**src/rtl/guess_pkg.sv**
```systemverilog
// Shared guessing-game definitions: button count, button indices and the button vector type.
package guess_pkg;

    localparam int NUM_BUTTONS = 4;

    localparam int BTN0 = 0;
    localparam int BTN1 = 1;
    localparam int BTN2 = 2;
    localparam int BTN3 = 3;

    typedef logic [NUM_BUTTONS-1:0] btn_vec_t;

    function automatic logic at_least_two(input btn_vec_t v);
        int n;
        n = 0;
        for (int i = 0; i < NUM_BUTTONS; i++) begin
            n += int'(v[i]);
        end
        return (n >= 2);
    endfunction

endpackage

```
**src/rtl/debounce_bit.sv**
```systemverilog
// One button: 2-flop synchroniser, stability counter, debounced level and edge pulses.
// Release pulses exist only when BUTTON_CONDITIONER_RELEASE_EN is defined.
module debounce_bit #(
    parameter int DB_CYCLES = 500000
) (
    input  logic clk,
    input  logic reset,
    input  logic raw_i,
    output logic level_o,
    output logic press_o,
    output logic release_o,
    output logic level_next_o,
    output logic press_next_o
);

    localparam int CW = $clog2(DB_CYCLES);
    localparam logic [CW-1:0] CNT_MAX = CW'(DB_CYCLES - 1);

    logic          s1_q, s2_q;
    logic [CW-1:0] cnt_q, cnt_d;
    logic          level_q, level_d;
    logic          press_q, press_d;
`ifdef BUTTON_CONDITIONER_RELEASE_EN
    logic          rel_q, rel_d;
`endif

    // NOTE: every output of an always_comb gets a default first, so no path can infer a latch.
    always_comb begin
        cnt_d   = cnt_q;
        level_d = level_q;
        press_d = 1'b0;
`ifdef BUTTON_CONDITIONER_RELEASE_EN
        rel_d   = 1'b0;
`endif
        if (s2_q == level_q) begin
            cnt_d = '0;
        end else if (cnt_q == CNT_MAX) begin
            cnt_d   = '0;
            level_d = s2_q;
            press_d = s2_q;
`ifdef BUTTON_CONDITIONER_RELEASE_EN
            rel_d   = ~s2_q;
`endif
        end else begin
            cnt_d = cnt_q + CW'(1);
        end
    end

    // NOTE: state registers use non-blocking assignments so all flops update from pre-edge values.
    always_ff @(posedge clk or negedge reset) begin
        if (!reset) begin
            s1_q    <= 1'b0;
            s2_q    <= 1'b0;
            cnt_q   <= '0;
            level_q <= 1'b0;
            press_q <= 1'b0;
        end else begin
            s1_q    <= raw_i;
            s2_q    <= s1_q;
            cnt_q   <= cnt_d;
            level_q <= level_d;
            press_q <= press_d;
        end
    end

`ifdef BUTTON_CONDITIONER_RELEASE_EN
    always_ff @(posedge clk or negedge reset) begin
        if (!reset) begin
            rel_q <= 1'b0;
        end else begin
            rel_q <= rel_d;
        end
    end
    assign release_o = rel_q;
`else
    assign release_o = 1'b0;
`endif

    assign level_o      = level_q;
    assign press_o      = press_q;
    assign level_next_o = level_d;
    assign press_next_o = press_d;

endmodule

```
**src/rtl/button_conditioner.sv**
```systemverilog
// Conditions the four raw game buttons into debounced levels and single-cycle press/release pulses.
// Release pulses are generated only when BUTTON_CONDITIONER_RELEASE_EN is defined.
module button_conditioner
    import guess_pkg::*;
#(
    parameter int DB_CYCLES = 500000
) (
    input  logic     clk,
    input  logic     reset,
    input  btn_vec_t btn_raw,
    output btn_vec_t btn_level,
    output btn_vec_t btn_press,
    output btn_vec_t btn_release,
    output logic     any_press,
    output logic     multi_held
);

    btn_vec_t level_d;
    btn_vec_t press_d;
    logic     any_press_q;
    logic     multi_held_q;

    for (genvar i = 0; i < NUM_BUTTONS; i++) begin : g_btn
        debounce_bit #(
            .DB_CYCLES(DB_CYCLES)
        ) u_debounce (
            .clk          (clk),
            .reset        (reset),
            .raw_i        (btn_raw[i]),
            .level_o      (btn_level[i]),
            .press_o      (btn_press[i]),
            .release_o    (btn_release[i]),
            .level_next_o (level_d[i]),
            .press_next_o (press_d[i])
        );
    end

    // Built from next-state values so the summaries land in the same cycle as the per-button flops.
    always_ff @(posedge clk or negedge reset) begin
        if (!reset) begin
            any_press_q  <= 1'b0;
            multi_held_q <= 1'b0;
        end else begin
            any_press_q  <= |press_d;
            multi_held_q <= at_least_two(level_d);
        end
    end

    assign any_press  = any_press_q;
    assign multi_held = multi_held_q;

endmodule

```
**config.mk**
```make
export PLATFORM = sky130hd
export DESIGN_NAME = button_conditioner
export DESIGN_NICKNAME = d
export VERILOG_FILES = /design/src/rtl/guess_pkg.sv /design/src/rtl/debounce_bit.sv /design/src/rtl/button_conditioner.sv
export SDC_FILE = /design/constraint.sdc
export NUM_CORES = 1
export LEC_CHECK = 0
export BUFFER_PORTS_ARGS = -buffer_cell sky130_fd_sc_hd__buf_2
export CAP_MARGIN = 20
export CORE_AREA = 2 2 95 97
export DETAILED_ROUTE_END_ITERATION = 12
export DIE_AREA = 0 0 97 99
export PLACE_DENSITY = 0.74
export SLEW_MARGIN = 20
export SYNTH_ARGS = -nofsm -noshare
export SYNTH_HDL_FRONTEND = slang
export SYNTH_SLANG_ARGS = --single-unit
```
**constraint.sdc**
```tcl
create_clock -name clk -period 2.5 [get_ports clk]
set_input_delay 0.375 -clock clk [delete_from_list [all_inputs] [get_ports clk]]
set_output_delay 0.375 -clock clk [all_outputs]
set_load 0.02 [all_outputs]
```
## Word-level counts from Yosys, hierarchy flattened

Cells that the tools add are included.

| cells by class | value |
|---|---|
| mux-type cells | 24 |
| shift-type cells | 0 |
| bitwise operators | 0 |
| magnitude comparators | 1 |
| equality and inequality tests | 8 |
| div/mod/pow operators | 0 |
| add/sub/neg operators | 7 |
| reduce and logical (&&, ||, !) cells | 1 |
| multiply operators | 0 |

Operator list:

| kind | count |
|---|---|
| $mux 19 | 8 |
| $add 19x1->19 const B | 4 |
| $eq 19x19->1 const B | 4 |
| $mux 1 | 16 |
| $add 3x1->4 | 1 |
| $eq 1x1->1 | 4 |
| $ge 4x2->1 const B | 1 |
| $reduce_or 4->1 | 1 |
| $add 2x1->3 | 1 |
| $add 1x1->2 | 1 |

| storage, ports and cells | value |
|---|---|
| output and inout port bits | 14 |
| memory bits (read-only) | 0 |
| input port bits | 6 |
| memory bits (writable) | 0 |
| register bits | 94 |
| memories | 0 |
| logic and storage cells | 63 |
| latch bits | 0 |

## Logic depth before layout (Yosys ltp)

| depth | value |
|---|---|
| depth after elaboration | 7 |
| gate-level depth with buffers | 8 |
| mapped depth without buffers | 8 |

## Modules after synthesis

Synthesis repeated with hierarchy kept, for this count alone.

| unflattened totals | value |
|---|---|
| cell total of the unflattened synthesis | 453 |
| area total of the unflattened synthesis | 4643.2 um^2 |

Modules (own cells, without submodules):

| module | area each (um^2) | sequential area each (um^2) | times used | cells each |
|---|---|---|---|---|
| debounce_bit at g_btn[0].u_debounce ... | 1129.8 | 575.6 | 3 | 112 |
| debounce_bit at g_btn[1].u_debounce | 1156.1 | 575.6 | 1 | 108 |
| button_conditioner | 97.6 | 50.0 | 1 | 9 |

## Least setup slack after synthesis

Ideal clock, no wire load.

| timing | value |
|---|---|
| kind | register to register |
| start | register g_btn[1].u_debounce.cnt_q[6] |
| end | register multi_held_q (netlist: multi_held) |
| cell stages (with the launch flop) | 7 |
| arrival | 2462 ps |
| slack | -77 ps |
| period minus slack after synthesis | 2577 ps |
| cells stage by stage | dfrtp_1 -> or4_4 -> nor4_1 -> mux2_2 -> fa_1 -> nand2_1 -> o311ai_0 |

| between the ends | value |
|---|---|
| word-level cells in the longest chain between the ends | 7 |

RTL lines:

| what | line | source |
|---|---|---|
| start: declaration | debounce_bit.sv:20 | `logic [CW-1:0] cnt_q, cnt_d;` |
| start signal: assignment | debounce_bit.sv:60 | `cnt_q <= cnt_d;` |
| $eq 19x19->1 | debounce_bit.sv:37 | `end else if (cnt_q == CNT_MAX) begin` |
| $mux 1 | debounce_bit.sv:37 |  |
| $mux 1 | debounce_bit.sv:35 | `if (s2_q == level_q) begin` |
| net g_btn[1].u_debounce.level_next_o | debounce_bit.sv:12 | `output logic level_next_o,` |
| $add 1x1->2 | guess_pkg.sv:17 | `n += int'(v[i]);` |
| $add 2x1->3 | guess_pkg.sv:17 |  |
| $add 3x1->4 | guess_pkg.sv:17 |  |
| $ge 4x2->1 | guess_pkg.sv:19 | `return (n >= 2);` |
| end signal: assignment | button_conditioner.sv:45 | `multi_held_q <= at_least_two(level_d);` |
| end: declaration | button_conditioner.sv:21 | `logic multi_held_q;` |

The timed path passes the listed nets, and every way through them passes these cells.

## Final worst setup path

| timing | value |
|---|---|
| start | register g_btn[1].u_debounce.cnt_q[9] |
| end | register multi_held_q (netlist: multi_held) |

The elaborated chain is that of the path after synthesis.

==> results.py <==
metrics = {
    "critical_path": {
        "slowest_delay_ps": 560,
        "cpLargestDelayFamily": "simple AND/OR/NAND/NOR gates",
        "worst_setup_path_start_kind": "flop",
        "cp_cell_sequence": "or4_4, nor4_4, mux2_4, fa_1, nand2_1, o311ai_1",
        "crit_fanout": 3,
        "reg2reg_depth": 6,
        "crit_arrival_ps": 2770,
        "cp_slowest_cell": "or4_4",
        "crit_buf_inv": 0,
        "crit_cells": 6,
        "cp-end-kind": "flop",
        "crit_type": "flop to flop",
        "required_ps": 2750,
    },
    "final_layout": {
        "mostFrequentLayoutCell": "dfrtp_1",
        "fin_nets": 520,
        "layout_common_cells": "94 x dfrtp_1, 77 x nor2_1, 48 x xnor2_1",
        "num_antenna_cells": 0,
        "final_design_area_no_fill_sq_mm": 0.00533,
        "syn_to_final_growth_pct": 14.9,
        "layoutNonFillerInstCount": 621,
        "drive_gt1_frac": 0.207,
    },
    "timing": {
        "timing.fmax_mhz": 397,
        "hold_viol": 0,
        "finalCritPeriodShare": 1.01,
        "tightest_slew_ps": 646,
        "rsz0062_at_grt": "yes",
        "skew_ps": 14.0,
        "relSlewSlack": 0.569,
        "setup_violations": 1,
        "final.min_clock_period_ps": 2520,
        "report.final.slew_viol_count": 0,
        "setup_ws_ps": -17.9,
    },
    "clock_tree": {
        "clk_pin_slew_ps": 90,
        "cts-buffers-inserted": 9,
        "cts_tree": "done",
        "clkSinkCount": 94,
        "htree_num_levels": 3,
        "cts-root-buf": "clkbuf_8",
        "cts_hold_buf": 0,
        "clkLatencyLatePin_ps": 360,
        "max-clock-path-buffers": 2,
    },
    "die": {
        "initial_core_util": 0.543,
        "die_area_sq_mm": 0.00960,
        "io_pins": 20,
        "die_y_microns": 99,
        "dieWidth_microns": 97,
        "core-area_sq_mm": 0.00855,
        "row_count": 34,
    },
    "yosys": {
        "synth.distinct_cells": 48,
        "syn_inst": 455,
        "syn_area_per_cell_sq_um": 10.2,
        "seq_area_frac_synth": 0.507,
        "synthArstFlopShare": 1.00,
        "netlist_area_sq_mm": 0.00464,
        "ys_ff_latch": 94,
        "yosysWarnings": 0,
        "synth_ff_type": "dfrtp_1",
        "synth_edf_count": 0,
    },
    "pwr": {
        "powerDensity_mw_per_mm2": 502,
        "power_leakage_uw": 0.00220,
        "p_total_uw": 2670,
        "peakVddDrop_v": 0.000266,
    },
    "route": {
        "drt-initial-drc-count": 167,
        "wirelength_mm": 9.23,
        "drt-pass1-iter-count": 4,
        "wl_per_cell_microns": 14.9,
        "routed_via_density": 5.53,
        "drc": 0,
        "num_vias": 3436,
        "ant_nets": 0,
    },
    "global_route": {
        "grt_pass1_wl_mm": 16.0,
        "first_global_vias": 3418,
        "antenna_found_initial": 0,
        "grt_use_total": 0.205,
        "grt_max_degree": 52,
        "grt-ovfl-total": 0,
    },
    "placed_design": {
        "gp_congestion": 0.889,
        "numPortBuffers": 15,
        "place_area_sq_mm": 0.00506,
        "placed_cells": 602,
        "pre_cts_ws_ps": -69.3,
        "dpl.hpwl_mm": 6.48,
    },
    "status": {
        "violations": "setup timing",
        "outcome": "finished with violations",
    },
    "run": {
        "drv_cap": 0,
    },
    "worst_hold_path": {
        "hold_path_class": "input pin to async pin",
    },
}
==> registers in the layout, indices dropped and copies added (netlist names) <==
name	cells
g_btn.u_debounce.cnt_q	76
g_btn.u_debounce.press_o	4
any_press	1
g_btn.u_debounce.s2_q	4
g_btn.u_debounce.level_o	4
multi_held	1
g_btn.u_debounce.s1_q	4
==> cells in the mapped netlist (4+ instances only) <==
cell type,number,area share
nand2_1,14,0.011
dfrtp_1,94,0.51
xnor2_1,48,0.091
buf_4,13,0.021
nand3_1,28,0.030
and3_1,6,0.0081
or4_4,4,0.0097
nor2_1,78,0.063
inv_1,20,0.016
o21ai_0,5,0.0054
mux2_2,4,0.0097
ha_1,4,0.011
a21oi_1,7,0.0075
nor4_1,29,0.039
nand4_1,20,0.027
xor2_1,14,0.026
nor3_1,16,0.017
==> final cells by class <==
cell class              instances  area (sq um)
fillers                       677          3220
clock inverters                 5          60.1
clock buffers                  10           138
multi-input cells             324          2140
repair buffers                 60           428
flip-flops and latches         94          2350
well taps                     108           135
inverters                      20          75.1
==> per-stage QoR <==
stage                     hold WS [ps]  TNS (ps)   util
after floorplan                   79.4         0      -
final                             43.5     -17.9  0.624
after CTS                         48.9         0  0.616
after global placement             334         0  0.591
after global routing              84.2     -99.0  0.624
after detailed placement           336     -69.3  0.591
==> logic make-up (layout without fill, tap and decap cells) <==
kind of cell    count (synthesis)  after routing  synth area share
compound gates                 24             24            0.0391
xor+xnor                       62             62             0.117
fa+ha+maj                       5              5            0.0151
buf+inv                        40             95            0.0469
flops                          94             94             0.507
mux                             6              6            0.0140
other cells                     1              4          0.000808
simple gates                  223            223             0.260
==> worst paths after layout <==
path                                                        startpoint                                 endpoint  slack [ps]
worst max-delay path            g_btn[1].u_debounce.cnt_q[9]$_DFF_PN0_                     multi_held$_DFF_PN0_         -20
worst min-delay path                                             reset  g_btn[0].u_debounce.cnt_q[10]$_DFF_PN0_          40
worst max register to register  g_btn[1].u_debounce.cnt_q[9]$_DFF_PN0_                     multi_held$_DFF_PN0_         -20
worst min register to register      g_btn[1].u_debounce.s1_q$_DFF_PN0_       g_btn[1].u_debounce.s2_q$_DFF_PN0_         350
max in group asynchronous                                        reset       g_btn[2].u_debounce.s2_q$_DFF_PN0_        1790
min in group clk                                            btn_raw[3]       g_btn[3].u_debounce.s1_q$_DFF_PN0_         120
==> timing repair <==
item / in CTS / in global routing
endpoints found under the setup margin: 1 / 1
gates cloned: 0 / 0
buffers inserted: 0 / 4
resized for setup: 4 / 6
pin swaps: 2 / 8
==> per-layer routing <==
metal	up-vias	global-route usage	wire [microns]
met5	-	0	0
met2	81	0.323	4440
li1	1688	-	-
met4	0	0.0813	168
met1	1649	0.280	4200
met3	18	0.0440	425
==> power breakdown <==
part           internal [uW]  switching (uW)
sequential              1540            20.4
combinational           34.2            74.7
clock                    486             518
total                   2060             613
Power figures use the tool's default switching activity.
